<file path="config.mk">
export PLATFORM = sky130hd
export DESIGN_NAME = filtered_pixel_buffer
export DESIGN_NICKNAME = d
export VERILOG_FILES = /design/src/rtl/filtered_pixel_buffer.sv
export SDC_FILE = /design/constraint.sdc
export NUM_CORES = 1
export LEC_CHECK = 0
export ABC_AREA = 0
export CORE_UTILIZATION = 58
export DETAILED_ROUTE_END_ITERATION = 8
export PLACE_DENSITY = 0.79
export SYNTH_ARGS = -nofsm -noshare
export SYNTH_HDL_FRONTEND = slang
export SYNTH_SLANG_ARGS = --single-unit
</file>
<file path="constraint.sdc">
create_clock -name clk -period 5.7 [get_ports clk]
set_input_delay 1.14 -clock clk [delete_from_list [all_inputs] [get_ports clk]]
set_output_delay 1.14 -clock clk [all_outputs]
set_load 0.01 [all_outputs]
</file>
<file path="src/rtl/filtered_pixel_buffer.sv">
// Elastic FWFT output stage for filtered {A,R,G,B} pixels: valid/ready on both sides,
// in-order storage, and a consumed-pixel counter that pulses frame_done at end of frame.
module filtered_pixel_buffer #(
  parameter int unsigned DEPTH        = 8,
  parameter int unsigned FRAME_PIXELS = 16
) (
  input  logic                     clk,
  input  logic                     n_rst,
  input  logic                     clear,
  input  logic                     in_valid,
  input  logic [31:0]              in_pixel,
  output logic                     in_ready,
  output logic                     out_valid,
  output logic [31:0]              out_pixel,
  input  logic                     out_ready,
  output logic                     frame_done,
  output logic [$clog2(DEPTH):0]   count
);

  localparam int unsigned PW  = $clog2(DEPTH);
  localparam int unsigned CW  = PW + 1;
  localparam int unsigned FCW = $clog2(FRAME_PIXELS) + 1;

  logic [31:0]    r_mem [DEPTH];
  logic [PW-1:0]  r_wptr;
  logic [PW-1:0]  r_rptr;
  logic [CW-1:0]  r_count;
  logic [FCW-1:0] r_pix_cnt;
  logic           r_frame_done;

  logic w_wr;
  logic w_rd;
  logic w_last;

  // Flags come only from the registered count: no pass-through when full, no bypass when empty.
  assign in_ready   = (r_count != CW'(DEPTH));
  assign out_valid  = (r_count != '0);
  assign out_pixel  = r_mem[r_rptr];
  assign frame_done = r_frame_done;
  assign count      = r_count;

  assign w_wr   = in_valid && in_ready && !clear;
  assign w_rd   = out_valid && out_ready && !clear;
  assign w_last = (r_pix_cnt == FCW'(FRAME_PIXELS - 1));

  // Storage needs no reset; contents are only observed while count is non-zero.
  always_ff @(posedge clk) begin
    if (w_wr) begin
      r_mem[r_wptr] <= in_pixel;
    end
  end

  always_ff @(posedge clk or negedge n_rst) begin
    if (!n_rst) begin
      r_wptr       <= '0;
      r_rptr       <= '0;
      r_count      <= '0;
      r_pix_cnt    <= '0;
      r_frame_done <= 1'b0;
    end else if (clear) begin
      r_wptr       <= '0;
      r_rptr       <= '0;
      r_count      <= '0;
      r_pix_cnt    <= '0;
      r_frame_done <= 1'b0;
    end else begin
      if (w_wr) begin
        r_wptr <= r_wptr + PW'(1);
      end
      if (w_rd) begin
        r_rptr <= r_rptr + PW'(1);
      end
      case ({w_wr, w_rd})
        2'b10:   r_count <= r_count + CW'(1);
        2'b01:   r_count <= r_count - CW'(1);
        default: r_count <= r_count;
      endcase
      if (w_rd) begin
        r_pix_cnt <= w_last ? '0 : r_pix_cnt + FCW'(1);
      end
      r_frame_done <= w_rd && w_last;
    end
  end

endmodule

</file>
==> results.cfg, run 1 <==
[clock_tree]
insertion_delay_ns = 0.52
cts.path.max_buffers = 3
numClockSinks = 272
cts_tree = done
root_buffer = clkbuf_16
cts_made_buffers = 26
clk_pin_slew_ns = 0.06
h-tree-depth = 1
ctsResizeCount = 0
cts-hold-fix-buffers = 0
post-cts-setup-buffers = 0

[route]
drcViolationCount = 0
dr.pass1.iters = 4
wl_per_cell_um = 25.5
dr.first_iter.drc_count = 247
vias = 4958
via_per_inst = 6.16
drt-total-wl_um = 20500
final_antenna_net_count = 0

[pwr]
power.density_nw_per_um2 = 431
comb_power_share_pct = 21.5
p_switching_w = 0.00131
p_seq_share_pct = 44.3
p_sw_share_pct = 24.3
clock_power_share_pct = 34.1
p_leak_nw = 3.95
internal_power_w = 0.00409
ir_drop_mv = 0.341

[sta]
rsz0062_at_grt = false
worstMarginPinSlew_ns = 1.23
finalCritPeriodShare_pct = 76.4
timing.slew.headroom_pct = 18.0
fin_skew_ns = 0.00856
fin_setup_tns_ns = 0
maxSlewViolCount = 0
fmax_ghz = 0.230
finalHoldViolations = 0
setup_violations = 0
min_period_ns = 4.35

[synth]
synth_top_family_by_area = multiplexers
postSynthAreaPerCell_um2 = 22.3
syn-instance-count = 472
synth-simple-area-share_pct = 2.48
syn_area_um2 = 10500
ys_seq_elements = 272
synthDistinctLibCells = 38
ys_seq_area_share_pct = 76.7
synthArstFlopShare_pct = 5.88
synth_mux_area_share_pct = 17.2
netlist.area_leader.share_pct = 72.9
synthFlopType = edfxtp_1
syn-num-nets = 515
synthXorXnorAreaFrac_pct = 0.498
synth_edf_count = 256
synth.area.top_cells = edfxtp_1, mux4_2, dfrtp_1
synth_top_area_cell = edfxtp_1
synth_compound_area_share_pct = 1.38
synth_adder_area_share_pct = 0.783
yosys_warnings = 0

[setup_path]
startpoint = r_rptr[0]$_DFFE_PN0P_
cp_max_fo = 34
worstReg2RegStart = count[1]$_DFFE_PN0P_
required_ns = 4.56
startpoint_type = flip-flop
crit_arrival_ns = 3.21
path_class = flip-flop to primary output
end_kind = primary output

[outcome]
outcome = complete, no violations

[final_layout]
num_antenna_cells = 0
finalNetCount = 603
multi_input_area_um2 = 2410
seqCellArea_um2 = 8090
synthToLayoutAreaGrowth_pct = 18.8
final_util_pct = 71.4
final_layout_size_suffix_gt1_share_pct = 26.7
fillers = 1021

[floorplanning]
die_w_um = 137
num_rows = 48
ioPinCount = 76
die_y_um = 137
core_area_um2 = 17500
die_area_um2 = 18700
initial_core_util_pct = 60.1

[flow_run]
drv_cap = 0

[worst_hold_path]
min_path_type = flip-flop to flip-flop
hp-start = r_pix_cnt[1]$_DFFE_PN0P_

[grt]
grt_pass1_wl_um = 31200
first_global_vias = 5402
antenna_found_initial = 0
overflow = 0
grt_start_max_net_pins = 35
grt_usage_pct = 23.4

[placement]
numPortBuffers = 75
place_hpwl_um = 10800
place_congestion = 0.761
per-stage QoR:
| step | instance area, µm² | std cells | hold WS (ns) | setup WS, ns | power, W |
|---|---|---|---|---|---|
| finish | 12500 | 805 | 0.560 | 1.35 | 0.00540 |
| global route | 12500 | 805 | 0.601 | 1.18 | 0.00560 |
| floorplan | 10500 | 472 | 0.488 | 1.58 | 0.00315 |
| CTS | 12500 | 805 | 0.556 | 1.28 | 0.00545 |
| detailed placement | 11600 | 757 | 0.522 | 1.77 | 0.00360 |
| global placement | 11600 | 757 | 0.500 | 1.83 | 0.00357 |
power by group through the flow:
stage	Combinational (W)	Clock (W)	Sequential, W
final	0.00116	0.00184	0.00240
after floorplan	0.000797	0	0.00235
after CTS	0.00118	0.00187	0.00240
after global routing	0.00125	0.00194	0.00241
after global placement	0.00113	0	0.00243
after detailed placement	0.00116	0	0.00244
layout by cell type (no fill, tap or decap), types with 2 or more instances in the layout:
| cell | count |
|---|---|
| xor2_1 | 4 |
| nor3_1 | 3 |
| clkdlybuf4s50_1 | 75 |
| edfxtp_1 | 256 |
| nor3_2 | 2 |
| clkinv_1 | 8 |
| nand3_1 | 5 |
| nand2b_1 | 5 |
| clkbuf_16 | 27 |
| nor2_1 | 6 |
| bufinv_16 | 6 |
| mux4_2 | 64 |
| xnor2_1 | 2 |
| buf_4 | 6 |
| a211oi_1 | 2 |
| o21ai_0 | 3 |
| clkbuf_1 | 3 |
| dfrtp_2 | 2 |
| dfrtp_1 | 13 |
| a21oi_1 | 6 |
| mux2_2 | 32 |
| ha_1 | 5 |
| clkinvlp_4 | 2 |
| nand2_1 | 12 |
| nor2_4 | 6 |
| nor3b_1 | 2 |
| or4b_1 | 2 |
synthesized netlist by cell type, drive strengths merged, types with 2 or more instances:
library cell    n
dfrtp          16
nor3b           2
a211oi          2
xnor2           2
xor2            4
nand2          12
or4b            2
nor3            5
mux2           32
clkbuf         11
nor2           12
o21ai           3
a21oi           8
nand2b          5
ha              5
edfxtp        256
nand3           5
mux4           64
buf            11
critical path, stage by stage (launching register included):
cell and delay, ns:
dfrtp_4 0.88, buf_12 0.37, mux4_2 0.60, mux2_2 0.31, clkdlybuf4s50_1 0.48
sequential cells by signal, summed over array words and instances, names as in the netlist:
register,count
r_rptr,3
frame_done,1
r_wptr,3
r_mem,256
r_pix_cnt,5
count,4
layer usage:
metal,share of wire (%),vias to the layer above,global-route usage [%]
li1,-,2148,-
met1,40,2608,30.8
met3,4.6,35,4.00
met2,53,167,40.4
met5,0,-,0
met4,2.7,0,7.26
cells by family after synthesis:
kind of cell	count (synthesis)
flops	272
mux	97
simple gates	50
buf+inv	22
compound gates	19
xor+xnor	6
fa+ha+maj	6
final timing paths:
kind,to,slack [ns],cells after the start
max,out_pixel[12],1.35,4
min,r_pix_cnt[1]$_DFFE_PN0P_,0.56,2
max reg2reg,count[3]$_DFFE_PN0P_,2.49,7
min reg2reg,r_pix_cnt[1]$_DFFE_PN0P_,0.56,2
max in group asynchronous,r_rptr[0]$_DFFE_PN0P_,4.10,1
min in group asynchronous,count[2]$_DFFE_PN0P_,1.05,1
layout make-up:
class                   count  share of cell area [%]
clock buffers              30                    5.48
clock inverters            18                    1.91
multi-input cells         178                    19.2
flip-flops and latches    272                    64.6
repair buffers             82                    6.51
well taps                 225                    2.25
Note: power is estimated with default switching activity, not from simulation.
==> run 2: changes to the inputs <==
clock period = 4.5 ns   (was 5.7 ns; I/O delays follow)
==> run 2 against run 1 <==
Routed wire length shrank 6.4%; via count shrank 0.77%; non-clock buffer count grew 8; cell count grew 1.1%.
==> results.cfg, run 2 (same netlist as run 1, synthesis figures left out) <==
[flow_run]
drv_cap = 0

[final_layout]
final_util_pct = 71.5
largest_register_ffs = 256
regMostFlops = r_mem
mostFrequentLayoutCells = edfxtp_1, clkdlybuf4s50_1, mux4_2
final_layout_size_suffix_gt1_share_pct = 28.5
post-route-cell-area_um2 = 12500
num_antenna_cells = 0
final_common_cell = edfxtp_1
finalNetCount = 612
synthToLayoutAreaGrowth_pct = 19.0

[setup_path]
cp_max_fo = 46
crit_chain = buf_12, mux4_2, mux2_2, clkdlybuf4s50_1
crit_arrival_ns = 2.77
path_class = flip-flop to primary output
worstReg2RegStart = count[0]$_DFFE_PN0P_
required_ns = 3.60
r2r_slack_ns = 1.32
startpoint_type = flip-flop
startpoint = r_rptr[1]$_DFFE_PN0P_
cpPeakStageDelay_ns = 0.72
reg2reg_depth = 7
crit_slowest_cell = dfrtp_2
end_kind = primary output
r2r-end = count[3]$_DFFE_PN0P_
endpoint = out_pixel[21]

[clock_tree]
cts.path.max_buffers = 3
numClockSinks = 272
h-tree-depth = 1
cts-hold-fix-buffers = 0
clk_pin_slew_ns = 0.06
root_buffer = clkbuf_16
insertion_delay_ns = 0.52
post-cts-setup-buffers = 0
cts_tree = done
ctsResizeCount = 0
cts_made_buffers = 27

[placement]
place_congestion = 0.740
place_area_um2 = 11700
numPortBuffers = 75
place_hpwl_um = 11100

[floorplanning]
die_area_um2 = 18700
core_area_um2 = 17500
die_y_um = 137
initial_core_util_pct = 60.1
die_w_um = 137
num_rows = 48
ioPinCount = 76

[sta]
fmax_ghz = 0.273
fin_skew_ns = 0.0108
rsz0062_at_grt = false
min_period_ns = 3.67
timing.slew.headroom_pct = 36.2
finalCritPeriodShare_pct = 81.5
setup_violations = 0
maxSlewViolCount = 0
finalHoldViolations = 0
worstMarginPinSlew_ns = 0.946
fin_setup_tns_ns = 0

[route]
dr.first_iter.drc_count = 356
dr.pass1.iters = 4
wl_per_cell_um = 23.6
drcViolationCount = 0
vias = 4920
final_antenna_net_count = 0
drt-total-wl_um = 19200
via_per_inst = 6.04

[pwr]
power.density_nw_per_um2 = 529
power.total_w = 0.00663
p_seq_share_pct = 44.6
p_switching_w = 0.00164
p_leak_nw = 3.98
comb_power_share_pct = 23.4
ir_drop_mv = 0.387
p_sw_share_pct = 24.8
internal_power_w = 0.00499
clock_power_share_pct = 32.1

[grt]
grt_util_met2_pct = 37.0
grt_start_max_net_pins = 47
met1_usage_pct = 30.9
gr-max-usage-layer = met2
first_global_vias = 5160
antenna_found_initial = 0
grt_usage_pct = 21.9
met3_usage_pct = 3.04
grt_pass1_wl_um = 29900
overflow = 0

[worst_hold_path]
min_path_type = flip-flop to flip-flop
min_path_cells = 2

[outcome]
outcome = complete, no violations
==> run 2: cell count changes in the layout (fill, tap and decap cells not counted), sizes merged <==
cell and delta:
clkbuf +6, bufinv -5, inv +2, clkinv -1, buf +8, clkinvlp -1
==> run 2: power by group through the flow <==
stage	Clock, W	Sequential, W	Combinational [W]
floorplan	0	0.00298	0.00101
global placement	0	0.00300	0.00154
detailed placement	0	0.00301	0.00157
CTS	0.00216	0.00296	0.00158
global route	0.00226	0.00297	0.00167
finish	0.00213	0.00296	0.00155
==> run 2: routing by layer <==
metal  part of all wire [%]  up-vias  wire [µm]
met5                      0        -          0
met4                    1.5        0        286
met3                    5.0       29        950
met2                     52      144       9890
met1                     42     2579       8060
li1                       -     2168          -
==> run 2: critical path: cells and delay by family (launching register included) <==
family	cells	cell delay [ns]
buf+inv	2	0.84
flops	1	0.72
mux	2	0.67
==> run 2: cell type report <==
class                           count  area [µm²]
Sequential cell                   272        8090
Multi-Input combinational cell    178        2410
Tap cell                          225         282
Clock buffer                       36         749
Clock inverter                     13         100
Fill cell                        1011        4990
Timing Repair Buffer               90         913
==> run 2: through the flow <==
step / std cells / setup slack (ns) / hold WS, ns
global placement: 765 / 0.996 / 0.502
finish: 814 / 0.832 / 0.548
detailed placement: 765 / 0.869 / 0.535
CTS: 814 / 0.768 / 0.551
global route: 814 / 0.719 / 0.576
floorplan: 472 / 0.619 / 0.488
==> run 2: worst min path at each step <==
stage / to / start / slack [ns]
after floorplan: r_pix_cnt[4]$_DFFE_PN0P_ / r_pix_cnt[4]$_DFFE_PN0P_ / 0.49
after global placement: r_pix_cnt[4]$_DFFE_PN0P_ / r_pix_cnt[4]$_DFFE_PN0P_ / 0.50
after detailed placement: r_pix_cnt[4]$_DFFE_PN0P_ / r_pix_cnt[4]$_DFFE_PN0P_ / 0.54
after CTS: r_pix_cnt[4]$_DFFE_PN0P_ / r_pix_cnt[4]$_DFFE_PN0P_ / 0.55
after global routing: r_pix_cnt[1]$_DFFE_PN0P_ / r_pix_cnt[1]$_DFFE_PN0P_ / 0.58
final: r_pix_cnt[1]$_DFFE_PN0P_ / r_pix_cnt[1]$_DFFE_PN0P_ / 0.55
==> run 3: changes to the inputs <==
clock period = 3.4 ns   (was 4.5 ns; I/O delays follow)
==> run 3 against run 2 <==
Via count up 2.0%; critical endpoint is now out_pixel[3]; critical path type unchanged; first-iteration DRC count fell by 13%; combinational power rose by 35%; global-route usage rose by 0.42 points; non-clock buffer count is 10 higher.
==> results.cfg, run 3 (same netlist as run 1, synthesis figures left out) <==
[clock_tree]
clk_pin_slew_ns = 0.06
root_buffer = clkbuf_16
cts_made_buffers = 27
cts.path.max_buffers = 3
h-tree-depth = 1
cts_tree = done
numClockSinks = 272
insertion_delay_ns = 0.53

[final_layout]
final_layout_size_suffix_gt1_share_pct = 28.6
final_util_pct = 71.9
num_antenna_cells = 0
post-route-cell-area_um2 = 12600
mostFrequentLayoutCells = edfxtp_1, clkdlybuf4s50_1, mux4_2
largest_register_ffs = 256
regMostFlops = r_mem
final_common_cell = edfxtp_1
synthToLayoutAreaGrowth_pct = 19.5
layout.cells.non_filler = 820
finalNetCount = 622

[route]
wl_per_cell_um = 24.1
dr.first_iter.drc_count = 310
met1_length_um = 8050
drt-total-wl_um = 19700
drcViolationCount = 0
final_antenna_net_count = 0
dr.pass1.iters = 4
vias = 5018
met3_wirelength_um = 1070
via_per_inst = 6.12
wl_met2_um = 10200
top_layer = met5

[setup_path]
startpoint = r_rptr[0]$_DFFE_PN0P_
reg2reg_depth = 7
startpoint_type = flip-flop
r2r_slack_ns = 0.43
crit_arrival_ns = 2.62
worstReg2RegStart = count[1]$_DFFE_PN0P_
end_kind = primary output
cpPeakStageDelay_ns = 0.55
required_ns = 2.72
crit_chain = buf_16, mux4_2, mux2_2, clkdlybuf4s50_1
r2r-end = count[3]$_DFFE_PN0P_
path_class = flip-flop to primary output
crit_slowest_cell = mux4_2
cp_max_fo = 40

[floorplanning]
ioPinCount = 76
die_y_um = 137
core_area_um2 = 17500
die_area_um2 = 18700
num_rows = 48
initial_core_util_pct = 60.1
die_w_um = 137

[sta]
setup_violations = 0
fmax_ghz = 0.303
timing.slew.headroom_pct = 37.9
fin_skew_ns = 0.0132
finalHoldViolations = 0
timing.final.ws_setup_ns = 0.0999
worstMarginPinSlew_ns = 0.921
finalCritPeriodShare_pct = 97.1
maxSlewViolCount = 0
rsz0062_at_grt = false
fin_setup_tns_ns = 0
min_period_ns = 3.30

[grt]
grt_start_max_net_pins = 41
antenna_found_initial = 1
overflow = 0
grt_usage_pct = 22.3
first_global_vias = 5312
grt_pass1_wl_um = 30100

[placement]
place_congestion = 0.755
numPortBuffers = 75
placedCellCount = 775
place_area_um2 = 11800
pre_cts_ws_ns = 0.296
place_hpwl_um = 11200

[worst_hold_path]
min_to = r_pix_cnt[4]$_DFFE_PN0P_
min_path_cells = 2
min_path_type = flip-flop to flip-flop
hp-start = r_pix_cnt[4]$_DFFE_PN0P_

[pwr]
ir_drop_mv = 0.506
p_leak_nw = 4.05
power.density_nw_per_um2 = 687

[outcome]
outcome = complete, no violations

[flow_run]
drv_cap = 0
## run 3: cell count changes in the layout (fill, tap and decap cells not counted), sizes merged
cell / change
clkbuf: -6
clkinv: +3
buf: +10
inv: -1
clkdlybuf4s50: -6
dlymetal6s2s: +6
## run 3: how the worst max path moves through the flow
stage                            end  slack, ns  depth (start not counted)
3_3_place_gp    count[3]$_DFFE_PN0P_       0.41                          8
2_1_floorplan  r_mem[7][0]$_DFFE_PP_       0.50                          5
3_5_place_dp    count[3]$_DFFE_PN0P_       0.30                          8
6_report                out_pixel[3]        0.1                          4
5_1_grt                 out_pixel[3]      0.002                          4
4_1_cts                out_pixel[31]       0.03                          4
## run 3: report_power, final
part | switching [W] | internal (W) | total, W
Clock | 0.00116 | 0.00151 | 0.00267
Sequential | 0.0000982 | 0.00380 | 0.00390
Combinational | 0.000880 | 0.00121 | 0.00209
## run 3: area by class of cell
| type | count | area, µm² |
|---|---|---|
| Clock buffer | 30 | 687 |
| Clock inverter | 15 | 96.3 |
| Fill cell | 1006 | 4930 |
| Multi-Input combinational cell | 178 | 2420 |
| Sequential cell | 272 | 8090 |
| Tap cell | 225 | 282 |
| Timing Repair Buffer | 100 | 1020 |
## run 3: through the flow
| step | total power [W] | hold WS, ns |
|---|---|---|
| 6_report | 0.00866 | 0.535 |
| 5_1_grt | 0.00901 | 0.552 |
| 4_1_cts | 0.00874 | 0.529 |
| 3_5_place_dp | 0.00606 | 0.520 |
| 3_3_place_gp | 0.00601 | 0.505 |
| 2_1_floorplan | 0.00528 | 0.384 |
## run 3: timing repair
item,4_1_cts,5_1_grt
setup endpoints to repair,12,9
buffers inserted,0,0
resized for setup,2,8
hold buffers,0,0
## run 3: worst max-delay path: cells and delay by family, from the launching register on
| family | cells | cell delay, ns |
|---|---|---|
| buf+inv | 2 | 0.77 |
| flops | 1 | 0.45 |
| mux | 2 | 0.85 |
## run 3: metal layers
layer  GRT usage, %  vias to the layer above
li1               -                     2191
met5              0                        -
met2           37.7                      139
met4           7.14                        2
met1           29.7                     2650
met3           4.00                       36
